--- config.mk ---
export PLATFORM = sky130hd
export DESIGN_NAME = pio_irq_dispatcher
export DESIGN_NICKNAME = d
export VERILOG_FILES = /design/src/rtl/pio_irq_dispatcher.sv
export SDC_FILE = /design/constraint.sdc
export NUM_CORES = 1
export LEC_CHECK = 0
export CAP_MARGIN = 30
export CORE_ASPECT_RATIO = 1.4
export CORE_MARGIN = 5
export CORE_UTILIZATION = 40
export CTS_BUF_LIST = sky130_fd_sc_hd__clkbuf_16
export DETAILED_ROUTE_END_ITERATION = 8
export PLACE_DENSITY = 0.69
export SLEW_MARGIN = 20
export SYNTH_ARGS = -nofsm -noshare
export SYNTH_HDL_FRONTEND = slang
export SYNTH_SLANG_ARGS = --single-unit
--- constraint.sdc ---
create_clock -name clk -period 17.9 [get_ports clk]
set_input_delay 5.37 -clock clk [delete_from_list [all_inputs] [get_ports clk]]
set_output_delay 5.37 -clock clk [all_outputs]
set_load 0.03 [all_outputs]
--- src/rtl/pio_irq_dispatcher.sv ---
// pio_irq_dispatcher
//
// Sequencer for a 32-bit edge-capture PIO. After reset it programs the PIO
// interrupt mask, then services each irq by reading the edge-capture
// register, clearing exactly the bits read, and offering the captured bits
// one at a time as event indices in round-robin order.
//
// Ports
//   clk, reset_n        clock, asynchronous active-low reset
//   enable              permits new service cycles (sampled in IDLE only)
//   irq_in              PIO irq
//   m_address/m_chipselect/m_write_n/m_writedata/m_readdata
//                       Avalon-MM master to the PIO (readdata has one cycle
//                       of latency)
//   event_valid/event_ready/event_id
//                       valid/ready event stream to the consumer
//   event_ts            (PIO_IRQ_DISPATCH_TIMESTAMP_EN only) cycle stamp
//                       taken when the edge-capture readback is registered
//   busy                high whenever the FSM is not in IDLE
//
// Optional feature macro: PIO_IRQ_DISPATCH_TIMESTAMP_EN
//
// Every output is a register loaded from the decode of the next state, so
// the observable timing is that of a Moore machine decoded from the state
// register.

module pio_irq_dispatcher #(
    parameter logic [31:0] IRQ_MASK = 32'hFFFF_FFFF
) (
    input  logic        clk,
    input  logic        reset_n,
    input  logic        enable,
    input  logic        irq_in,
    output logic [2:0]  m_address,
    output logic        m_chipselect,
    output logic        m_write_n,
    output logic [31:0] m_writedata,
    input  logic [31:0] m_readdata,
    output logic        event_valid,
    input  logic        event_ready,
    output logic [4:0]  event_id,
`ifdef PIO_IRQ_DISPATCH_TIMESTAMP_EN
    output logic [31:0] event_ts,
`endif
    output logic        busy
);

    localparam int unsigned DATA_W = 32;
    localparam int unsigned ADDR_W = 3;
    localparam int unsigned ID_W   = 5;

    localparam logic [ADDR_W-1:0] ADDR_IRQMASK = ADDR_W'(2);
    localparam logic [ADDR_W-1:0] ADDR_EDGECAP = ADDR_W'(3);

    typedef enum logic [2:0] {
        ST_BOOT,
        ST_INIT,
        ST_IDLE,
        ST_RD,
        ST_RDW,
        ST_CLR,
        ST_DISP
    } state_t;

    state_t              state, state_d;
    logic [DATA_W-1:0]   pending, pending_d;
    logic [DATA_W-1:0]   snap, snap_d;
    logic [ID_W-1:0]     rr_ptr, rr_d;
    logic [DATA_W-1:0]   readback_masked;
    logic                accept;

    logic                bus_cs_d;
    logic                bus_wn_d;
    logic [ADDR_W-1:0]   bus_addr_d;
    logic [DATA_W-1:0]   bus_wd_d;
    logic                ev_valid_d;
    logic [ID_W-1:0]     ev_id_d;

    // First set bit of vec searching upward from start, wrapping 31 -> 0.
    function automatic logic [ID_W-1:0] first_from(input logic [DATA_W-1:0] vec,
                                                   input logic [ID_W-1:0]   start);
        logic [ID_W-1:0] idx;
        logic [ID_W-1:0] res;
        logic            found;
        res   = '0;
        found = 1'b0;
        for (int i = 0; i < int'(DATA_W); i++) begin
            idx = start + ID_W'(i);
            if (!found && vec[idx]) begin
                res   = idx;
                found = 1'b1;
            end
        end
        return res;
    endfunction

    assign readback_masked = m_readdata & IRQ_MASK;

    // State and datapath registers.
    always_ff @(posedge clk or negedge reset_n) begin
        if (!reset_n) begin
            state   <= ST_BOOT;
            pending <= '0;
            snap    <= '0;
            rr_ptr  <= '0;
        end else begin
            state   <= state_d;
            pending <= pending_d;
            snap    <= snap_d;
            rr_ptr  <= rr_d;
        end
    end

    // Next-state and datapath update.
    always_comb begin
        state_d   = state;
        pending_d = pending;
        snap_d    = snap;
        rr_d      = rr_ptr;
        accept    = 1'b0;

        case (state)
            ST_BOOT: state_d = ST_INIT;
            ST_INIT: state_d = ST_IDLE;
            ST_IDLE: begin
                if (enable && irq_in) begin
                    state_d = ST_RD;
                end
            end
            ST_RD:   state_d = ST_RDW;
            ST_RDW: begin
                // Readback is valid now; OR-ing merges re-captured bits.
                snap_d    = readback_masked;
                pending_d = pending | readback_masked;
                state_d   = ST_CLR;
            end
            ST_CLR:  state_d = ST_DISP;
            ST_DISP: begin
                accept = event_valid && event_ready;
                if (accept) begin
                    pending_d[event_id] = 1'b0;
                    rr_d                = event_id + ID_W'(1);
                end
                // Leave as soon as nothing remains, including on the last handshake.
                if (pending_d == '0) begin
                    state_d = ST_IDLE;
                end
            end
            default: state_d = ST_BOOT;
        endcase
    end

    // Output decode from the next state, registered below.
    always_comb begin
        bus_cs_d   = 1'b0;
        bus_wn_d   = 1'b1;
        bus_addr_d = '0;
        bus_wd_d   = '0;

        case (state_d)
            ST_INIT: begin
                bus_cs_d   = 1'b1;
                bus_wn_d   = 1'b0;
                bus_addr_d = ADDR_IRQMASK;
                bus_wd_d   = IRQ_MASK;
            end
            ST_RD: begin
                bus_cs_d   = 1'b1;
                bus_addr_d = ADDR_EDGECAP;
            end
            ST_CLR: begin
                bus_cs_d   = 1'b1;
                bus_wn_d   = 1'b0;
                bus_addr_d = ADDR_EDGECAP;
                bus_wd_d   = snap_d;
            end
            default: ;
        endcase

        ev_valid_d = (state_d == ST_DISP) && (pending_d != '0);
        ev_id_d    = ev_valid_d ? first_from(pending_d, rr_d) : '0;
    end

    // Output registers.
    always_ff @(posedge clk or negedge reset_n) begin
        if (!reset_n) begin
            m_chipselect <= 1'b0;
            m_write_n    <= 1'b1;
            m_address    <= '0;
            m_writedata  <= '0;
            event_valid  <= 1'b0;
            event_id     <= '0;
            busy         <= 1'b1;
        end else begin
            m_chipselect <= bus_cs_d;
            m_write_n    <= bus_wn_d;
            m_address    <= bus_addr_d;
            m_writedata  <= bus_wd_d;
            event_valid  <= ev_valid_d;
            event_id     <= ev_id_d;
            busy         <= (state_d != ST_IDLE);
        end
    end

`ifdef PIO_IRQ_DISPATCH_TIMESTAMP_EN
    logic [DATA_W-1:0] cycle_cnt;

    // Free-running cycle counter; its RDW value stamps the whole batch.
    always_ff @(posedge clk or negedge reset_n) begin
        if (!reset_n) begin
            cycle_cnt <= '0;
            event_ts  <= '0;
        end else begin
            cycle_cnt <= cycle_cnt + DATA_W'(1);
            if (state == ST_RDW) begin
                event_ts <= cycle_cnt;
            end
        end
    end
`endif

endmodule

==> results.txt <==
----------------------------------------------------
[Setup path]
  Kind of critical path ... input pin to flop
  Category of the worst setup path launch point ... input pin
  Sort of element at the end of the critical path ... flop
  Worst path required time ... 18.13 ns
  Maximum fanout encountered on the critical timing path ... 63
  Data arrival at the endpoint of the critical path ... 13.97 ns

[Synthesis]
  Post-synthesis average cell area ... 8.04 um^2
  Async set-or-reset flop fraction in the synthesized netlist ... 1.00
  Area leader, netlist ... dfrtp_1
  Net count after synthesis ... 1349
  Share of Yosys cell area claimed by the top area cell type ... 0.195
  Number of standard cells after synthesis ... 1294
  Combined area of all synthesized cells ... ~10000 um^2
  Number of distinct library cells after synthesis ... 109
  Primary FF master, synth ... dfrtp_1
  #FFs+latches synth ... 83
  Number of enable flip-flop cells after synthesis ... 0
  Top cells by area, synth ... dfrtp_1, mux4_2, mux2i_1
  Sequential share of the synthesized area ... 0.200
  Number of warnings reported in the yosys synthesis log ... 0

[STA]
  Number of max-slew violations in the final report ... 0
  Min Hold Slack ... 0.665 ns
  Peak clock frequency supported by timing ... 72.8 MHz
  Crit path time final ... about 14 ns
  Fraction of the cycle the final worst path needs ... 0.767
  Final number of hold-violating endpoints ... 0
  Fin Setup TNS ... 0 ns
  Tightest Pin Transition ... 1.00 ns
  Setup violations, final ... 0
  Worst clock skew ... 0.00884 ns
  Unrepaired setup endpoints after global routing ... false
  Max-slew headroom ... 0.324

[Clock tree]
  Htree depth ... 3
  Clock net sink count ... 83
  Clk Latency, worst-skew pair ... ~0.35 ns
  Clock-pin slew on the worst setup and hold paths ... 0.06 ns
  Count of instances resized after the clock tree is built ... 0
  Number of setup buffers added after CTS ... 0
  CTS Buffer Depth ... 2
  Clock tree from TritonCTS ... done
  Clock root buffer ... clkbuf_16
  Number of hold-repair buffers added at the cts stage ... 0
  Number of buffers created by CTS ... 9

[Layout]
  Most common cell after layout, fill and taps aside ... a21oi_1
  Commonest non-fill, non-tap cells in the layout ... a21oi_1, nand2_1, nor2_1
  Footprint of the flip-flops and latches ... 2080 um^2
  Total area of multi-input combinational cells ... between 7000 and 8000 um^2
  Synth-to-Final Area Change ... 12.4%
  NumNets Final ... 1383
  Share of cells above drive strength 1 ... 0.120
  Antenna Cells ... 0
  Filler cells ... 2597

[Route]
  Antenna-violating nets left ... 0
  Violation count after the first detailed-routing iteration ... 1534
  Avg WL per Cell ... 29.2 um
  Detail Route met3 WL ... approximately 4.4 mm
  Total via count in the routed design ... 11700
  Pre-Repair DR Iteration Count ... 6
  Top Metal Used ... met4
  Total detailed-routing wirelength ... slightly below 50 mm
  Wire length on met1 ... about 16 mm
  Number of DRC violations after detailed routing ... 0
  Detail Route met2 WL ... 23.0 mm
  Vias per cell ... 7.09

[Global route]
  Number of antenna violations at the first check in global routing ... 0
  Grt ovf ... 0
  Overall global routing resource usage ... 0.317
  Maximum number of pins on one net before global-route repair ... 68
  Global-route wire length before repair ... 71.6 mm
  Number of global-route vias before repair ... 11100

[Power and ir drop]
  Pint ... 0.000886 W
  Clock share of power ... 0.082
  Leakage ... 4.38 nW
  Net Switching ... 0.00129 W
  Switching power share of the total ... 0.593
  Part of the power in registers ... 0.125
  Comb power frac ... 0.793
  Worst-case vdd ir drop ... a little over 0.00007 V
  Pwr/cell area ... ~190 nW/um^2

[Run]
  Maximum Capacitance Violations ... 0

[Place]
  HPWL Detailed ... 36.6 mm
  Placer Congestion ... 1.07
  Port bufs ... between 70 and 80

[Floorplan]
  Std-Cell Rows ... 69
  Die extent in y ... roughly 200 um
  Width of the die ... approximately 150 um
  Floorplan die area ... 29400 um^2
  Starting utilization of the core area ... 0.407
  Core area ... 25600 um^2
  Number of top-level design ports ... 81

[Worst hold path]
  Hold Path Class ... flop to flop

[Run status]
  Result of the run ... complete, no violations

----------------------------------------------------
[layout make-up]
cell class                 count  share of cell area
sequential                    83               0.178
inverter                      60              0.0194
clock inverter                 4             0.00396
clock buffer                   9              0.0193
tap                          319              0.0341
multi-input combinational   1063               0.654
timing repair buffer         111              0.0917
[registers in the layout (all words and copies together) (netlist names), 2 cells and up]
signal / cells
pending: 32
event_id: 5
rr_ptr: 5
m_writedata: 32
state: 3
m_address: 2
[kinds of logic (layout without fill, tap and decap cells)]
family	count (synthesis)	count (layout)	share of synthesized area
AO/OA/AOI/OAI	465	465	0.299
XOR/XNOR	34	34	0.0315
adder cells (fa/ha/maj)	18	18	0.0217
buffers and inverters	148	184	0.0670
flip-flops	83	83	0.200
multiplexers	121	121	0.159
other	1	1	0.000360
AND/OR/NAND/NOR	424	424	0.222
[power by group through the flow]
stage / combinational (W) / sequential, W / clock, W
after global routing: 0.00181 / 0.000276 / 0.000185
final: 0.00173 / 0.000272 / 0.000178
after global placement: 0.00164 / 0.000270 / 0
after detailed placement: 0.00164 / 0.000272 / 0
after CTS: 0.00165 / 0.000269 / 0.000178
after floorplan: 0.00108 / 0.000329 / 0
[cell usage after synthesis (5+ instances only)]
cell type,number
mux2i_1,69
o21ai_2,9
a211oi_1,9
and3_1,9
o21a_1,15
or2_2,7
a22oi_1,19
nor4_1,24
inv_1,53
a22o_1,5
nand2b_1,11
buf_6,9
buf_4,11
o21ai_1,37
dfrtp_1,81
mux4_2,31
mux2i_2,8
nand3b_1,5
and3b_1,9
buf_2,25
o2111ai_1,12
and2_1,11
nor3_1,31
nand4_1,30
o21ai_0,79
xnor2_1,27
nand2_1,110
ha_1,18
nor2_1,86
a21oi_1,111
o221ai_1,26
or3_1,8
nand3_1,34
or4_1,7
o22ai_1,19
buf_1,5
nor2b_1,9
clkbuf_1,38
o211ai_1,33
mux2_2,11
a31oi_1,13
o31ai_1,13
[final timing paths]
path                                        from                     to  slack, ns  depth (start not counted)
max reg2reg                   state[2]$_DFF_PN0_  event_id[1]$_DFF_PN0_       8.86                         20
min reg2reg                pending[11]$_DFF_PN0_  pending[11]$_DFF_PN0_       0.67                          2
min                        pending[11]$_DFF_PN0_  pending[11]$_DFF_PN0_       0.67                          2
min in group asynchronous                reset_n  pending[30]$_DFF_PN0_       4.88                          1
max                                  event_ready  event_id[1]$_DFF_PN0_       4.16                         20
max in group asynchronous                reset_n         busy$_DFF_PN1_      12.11                          3
[worst max-delay path, stage by stage]
cell and delay (ns):
clkdlybuf4s50_1 0.69, nand2_1 0.44, o21ai_4 0.44, nand2_4 0.50, inv_2 0.47, ha_1 0.63, inv_1 0.18, nor4_1 0.67
or3_1 0.66, mux4_2 0.68, a2bb2oi_1 0.33, nand2_1 0.24, nor3_4 0.37, nand4_4 0.31, or4b_1 0.81, nor3_1 0.55
a22oi_1 0.16, o22ai_1 0.20, nor2_1 0.06, o21a_1 0.17
[per-stage QoR]
step | utilization | worst slack (ns) | total power (W) | area (um^2) | instances
5_1_grt | 0.457 | 3.70 | 0.00227 | 11700 | 1649
2_1_floorplan | - | 6.06 | 0.00141 | 10400 | 1294
3_3_place_gp | 0.444 | 3.99 | 0.00191 | 11300 | 1631
4_1_cts | 0.454 | 4.42 | 0.00210 | 11600 | 1644
3_5_place_dp | 0.444 | 4.06 | 0.00191 | 11300 | 1631
6_report | 0.457 | 4.16 | 0.00218 | 11700 | 1649
[routing by layer]
metal  vias up  track usage
met5         -            0
met4         0        0.231
met3       219       0.0569
met2       871        0.537
met1      5548        0.355
li1       5053            -
Power figures use the tool's default switching activity.
